<file path="src/rtl/fetch_sequencer.sv">
// Program-counter sequencer with a small prefetch FIFO between the
// combinational instruction memory and the decode handshake.
module fetch_sequencer #(
    parameter logic [31:0] RESET_PC   = 32'h0000_0000,
    parameter int          IMEM_WORDS = 32,
    parameter int          DEPTH      = 2
) (
    input  logic                     clk,
    input  logic                     rst_n,
    input  logic                     fetch_en,
    input  logic                     branch_valid,
    input  logic [31:0]              branch_target,
    output logic [31:0]              imem_addr,
    input  logic [31:0]              imem_rdata,
    output logic                     instr_valid,
    output logic [31:0]              instr_data,
    output logic [31:0]              instr_pc,
    input  logic                     instr_ready,
    output logic [$clog2(DEPTH):0]   fifo_count
);

    localparam int              PW         = $clog2(DEPTH);
    localparam int              CW         = PW + 1;
    localparam logic [31:0]     PC_MASK    = 32'(IMEM_WORDS * 4 - 1);
    localparam logic [CW-1:0]   FULL_COUNT = CW'(DEPTH);

    localparam logic [1:0] IDLE = 2'd0;
    localparam logic [1:0] RUN  = 2'd1;
    localparam logic [1:0] FULL = 2'd2;

    logic [31:0]   pc;
    logic [31:0]   pcInc;
    logic [31:0]   branchPc;
    logic [1:0]    state;
    logic [1:0]    stateNext;
    logic [CW-1:0] count;
    logic [CW-1:0] countNext;
    logic [PW-1:0] rdPtr;
    logic [PW-1:0] wrPtr;
    logic [31:0]   dataMem [DEPTH];
    logic [31:0]   pcMem   [DEPTH];
    logic          pop;
    logic          push;

    assign pop      = instr_valid & instr_ready;
    // fetch_en gates pushes directly so the first word lands on the same
    // edge that first sees fetch_en high, giving one-cycle fetch latency.
    assign push     = fetch_en & ~branch_valid & ((count < FULL_COUNT) | pop);
    assign pcInc    = (pc + 32'd4) & PC_MASK;
    assign branchPc = branch_target & ~32'd3 & PC_MASK;

    always_comb begin
        countNext = count;
        if (branch_valid) begin
            countNext = '0;
        end else if (push && !pop) begin
            countNext = count + CW'(1);
        end else if (pop && !push) begin
            countNext = count - CW'(1);
        end
    end

    always_comb begin
        stateNext = state;
        if (!fetch_en) begin
            stateNext = IDLE;
        end else if (branch_valid) begin
            stateNext = RUN;
        end else if (countNext == FULL_COUNT && !pop) begin
            stateNext = FULL;
        end else begin
            stateNext = RUN;
        end
    end

    always_ff @(posedge clk) begin
        if (!rst_n) begin
            pc    <= RESET_PC & ~32'd3;
            state <= IDLE;
            count <= '0;
            rdPtr <= '0;
            wrPtr <= '0;
            for (int i = 0; i < DEPTH; i++) begin
                dataMem[i] <= '0;
                pcMem[i]   <= '0;
            end
        end else begin
            state <= stateNext;
            count <= countNext;
            if (branch_valid) begin
                pc    <= branchPc;
                rdPtr <= '0;
                wrPtr <= '0;
            end else begin
                // At full with a pop, the write reuses the slot being read out.
                if (push) begin
                    dataMem[wrPtr] <= imem_rdata;
                    pcMem[wrPtr]   <= pc;
                    wrPtr          <= wrPtr + PW'(1);
                    pc             <= pcInc;
                end
                if (pop) begin
                    rdPtr <= rdPtr + PW'(1);
                end
            end
        end
    end

    assign imem_addr   = {2'b00, pc[31:2]};
    assign instr_valid = (count != '0);
    assign instr_data  = instr_valid ? dataMem[rdPtr] : 32'd0;
    assign instr_pc    = instr_valid ? pcMem[rdPtr] : 32'd0;
    assign fifo_count  = count;

    assert property (@(posedge clk) disable iff (!rst_n) count <= FULL_COUNT);
    assert property (@(posedge clk) disable iff (!rst_n) pop |-> (count != '0));

endmodule

</file>
<file path="config.mk">
export PLATFORM = sky130hd
export DESIGN_NAME = fetch_sequencer
export DESIGN_NICKNAME = d
export VERILOG_FILES = /design/src/rtl/fetch_sequencer.sv
export SDC_FILE = /design/constraint.sdc
export NUM_CORES = 1
export LEC_CHECK = 0
export CAP_MARGIN = 20
export CORE_MARGIN = 2
export CORE_UTILIZATION = 40
export CTS_CLUSTER_DIAMETER = 80
export DETAILED_ROUTE_END_ITERATION = 7
export PLACE_DENSITY_LB_ADDON = 0.25
export SLEW_MARGIN = 0
export SYNTH_ARGS = -nofsm -noshare
export SYNTH_HDL_FRONTEND = slang
export SYNTH_SLANG_ARGS = --single-unit
</file>
<file path="constraint.sdc">
create_clock -name clk -period 9.9 [get_ports clk]
set_input_delay 2.97 -clock clk [delete_from_list [all_inputs] [get_ports clk]]
set_output_delay 2.97 -clock clk [all_outputs]
set_load 0.005 [all_outputs]
</file>
==> results.py <==
metrics = {
    "status": {
        "status": "finished clean",
    },
    "yosys": {
        "synth_edf_count": 74,
        "async_flop_share_pct": 0,
        "netlist_top_cells_count": "edfxtp_1 (74), and2_1 (56), buf_4 (55), nor2_1 (42), mux2i_1 (37)",
        "synthDistinctLibCells": 35,
        "syn_inst": 357,
        "yosys_register_bits": 84,
        "synth.area.top_cells": "edfxtp_1 (52%), buf_4 (9.6%), mux2i_1 (8.6%), and2_1 (8.2%), dfxtp_1 (4.7%)",
        "yosysWarningCount": 0,
        "syn_area_um2": 4290,
        "avgSynthCellArea_um2": 12.0,
        "synth_top_area_cell": "edfxtp_1",
        "ys_seq_area_share_pct": 56.5,
        "yosysMostFrequentCell": "edfxtp_1",
        "yosysTopAreaCellShare_pct": 51.9,
        "ys.flop_type": "edfxtp_1",
    },
    "setup_path": {
        "worst_ep_required_time_ns": 6.93,
        "reg2reg_depth": 4,
        "r2r_slack_ns": 7.46,
        "critPathMaxFanout": 19,
        "worstSetupEndpointType": "output pin",
        "crit_type": "reg2out",
        "start_kind": "register",
        "arrival_ns": 2.33,
    },
    "clocking": {
        "cts_resized": 0,
        "worstSkewPairLatency_ns": 0.35,
        "cts.clk_slew.worst_paths_ns": 0.09,
        "clkSinkCount": 84,
        "cts_tree": "done",
        "cts_root_buf": "clkbuf_8",
        "holdBufCountCts": 0,
        "cts_max_path_buffers": 2,
        "post_cts_buffers": 0,
        "ctsHtreeMaxLevel": 3,
        "cts_buffers": 9,
    },
    "place": {
        "place_congestion": 0.735,
        "port_buffers": 86,
        "post_dp_cell_area_um2": 5090,
        "place_hpwl_um": 5340,
    },
    "sta": {
        "tns_ns": 0,
        "clock_skew_ns": 0.00976,
        "min_period_ns": 5.30,
        "hold_violations": 0,
        "maxSlewHeadroom_pct": 36.0,
        "period_share_pct": 53.5,
        "worst_pin_slew_ns": 0.961,
        "setup_viol": 0,
        "rsz0062_at_grt": "false",
        "slew_violations": 0,
        "fmax_mhz": 189,
    },
    "power_and_ir_drop": {
        "peakVddDrop_v": 0.0000663,
        "p_leak_nw": 1.96,
        "power_density_nw_per_um2": 145,
    },
    "detailed_routing": {
        "drt-total-wl_um": 8060,
        "drtIter0Drc": 95,
        "vias": 2640,
        "avgRoutedWirePerCell_um": 13.8,
        "viasPerCell": 4.53,
        "drc_errors": 0,
        "firstDrtPassIters": 4,
        "ant_nets": 0,
    },
    "layout": {
        "n_antenna_cell": 0,
        "final-seq-area_um2": 2420,
        "n_fill_cell": 912,
        "multi_input_area_um2": 1570,
        "drive_gt1_share_pct": 11.4,
        "nNetsFinal": 513,
        "fin_area_um2": 5310,
        "area_growth_pct": 24.0,
    },
    "hold_path": {
        "hold_class": "reg2reg",
        "whs_path_depth": 2,
    },
    "floorplanning": {
        "core_area_um2": 10400,
        "die_w_um": 108,
        "die_y_um": 108,
        "dieArea_um2": 11600,
        "start_util_pct": 41.3,
        "io_pins": 168,
        "rows": 37,
    },
    "global_routing": {
        "antenna_found_initial": 0,
        "grt_overflow": 0,
        "grt_max_degree": 39,
        "track_usage_pct": 13.9,
        "grt_pass1_wl_um": 12300,
        "grt_pass1_vias": 2474,
    },
    "flow_run": {
        "drv_cap": 0,
    },
}
-- cell families (layout without fill, tap and decap cells) --
group / count (synthesis) / count (layout) / share of synthesized area [%]
compound gates: 21 / 21 / 3.09
xor+xnor: 3 / 3 / 0.613
fa+ha+maj: 2 / 2 / 0.584
buf+inv: 77 / 114 / 12.3
flops: 84 / 84 / 56.5
mux: 37 / 37 / 8.64
other cells: 1 / 54 / 0.0875
simple gates: 132 / 132 / 18.2
-- metrics by stage --
| stage | cells | util (%) | setup WS, ns | hold slack, ns | power [mW] |
|---|---|---|---|---|---|
| after global routing | 583 | 51.2 | 4.41 | 0.563 | 0.798 |
| after floorplan | 410 | - | 3.24 | 0.472 | 0.477 |
| final | 583 | 51.2 | 4.60 | 0.526 | 0.769 |
| after CTS | 583 | 51.2 | 4.54 | 0.524 | 0.777 |
| after global placement | 567 | 49.1 | 4.39 | 0.486 | 0.506 |
| after detailed placement | 567 | 49.1 | 4.26 | 0.491 | 0.509 |
-- path summary, 6_finish.rpt --
path	start	endpoint
hold reg to reg	rdPtr$_SDFFE_PP0P_	register
setup / recovery	register	instr_pc[4]
setup reg to reg	fifo_count[1]$_SDFFE_PP0P_	pcMem[1][5]$_SDFFCE_PN0P_
hold / removal	rdPtr$_SDFFE_PP0P_	register
-- report_power, final --
| group | total [mW] | switching [mW] | internal (mW) |
|---|---|---|---|
| sequential | 0.413 | 0.00837 | 0.404 |
| combinational | 0.0869 | 0.0431 | 0.0438 |
| clock | 0.270 | 0.126 | 0.143 |
-- cell type report --
cell class | count | share of cell area [%]
Sequential cell | 84 | 45.6
Multi-Input combinational cell | 249 | 29.6
Timing Repair Buffer | 91 | 16.9
Tap cell | 136 | 3.20
Clock buffer | 9 | 2.33
Clock inverter | 7 | 1.88
Inverter | 7 | 0.495
-- critical path, cell delays in order (launching register included) --
cell             delay [ns]
dfxtp_2                0.71
buf_4                  0.44
mux2i_1                0.24
nor2_1                 0.07
clkdlybuf4s50_1        0.49
-- state kept, by name, indices dropped and copies added (netlist names), named ones only --
signal and flops:
dataMem 64, fifo_count 2, pc 5, pcMem 10
rdPtr 1, wrPtr 1
-- routing by layer --
| metal | part of all wire [%] | vias up | track usage [%] |
|---|---|---|---|
| met5 | 0 | - | 0 |
| met1 | 43 | 1258 | 17.1 |
| li1 | - | 1286 | - |
| met3 | 4.7 | 10 | 2.60 |
| met2 | 51 | 86 | 24.2 |
| met4 | 1.4 | 0 | 5.22 |
-- cell usage in the layout (no fill, tap or decap), types with 3 or more instances in the layout --
master            n
clkdlybuf4s50_1  86
edfxtp_1         74
and2_1           56
conb_1           54
nor2_1           41
mux2i_1          37
and2_2           18
clkbuf_8          9
dfxtp_1           9
o21ai_0           8
inv_1             5
buf_4             5
a31oi_1           4
xor2_1            3
and3_1            3
clkinvlp_4        3
Power figures use the tool's default switching activity.
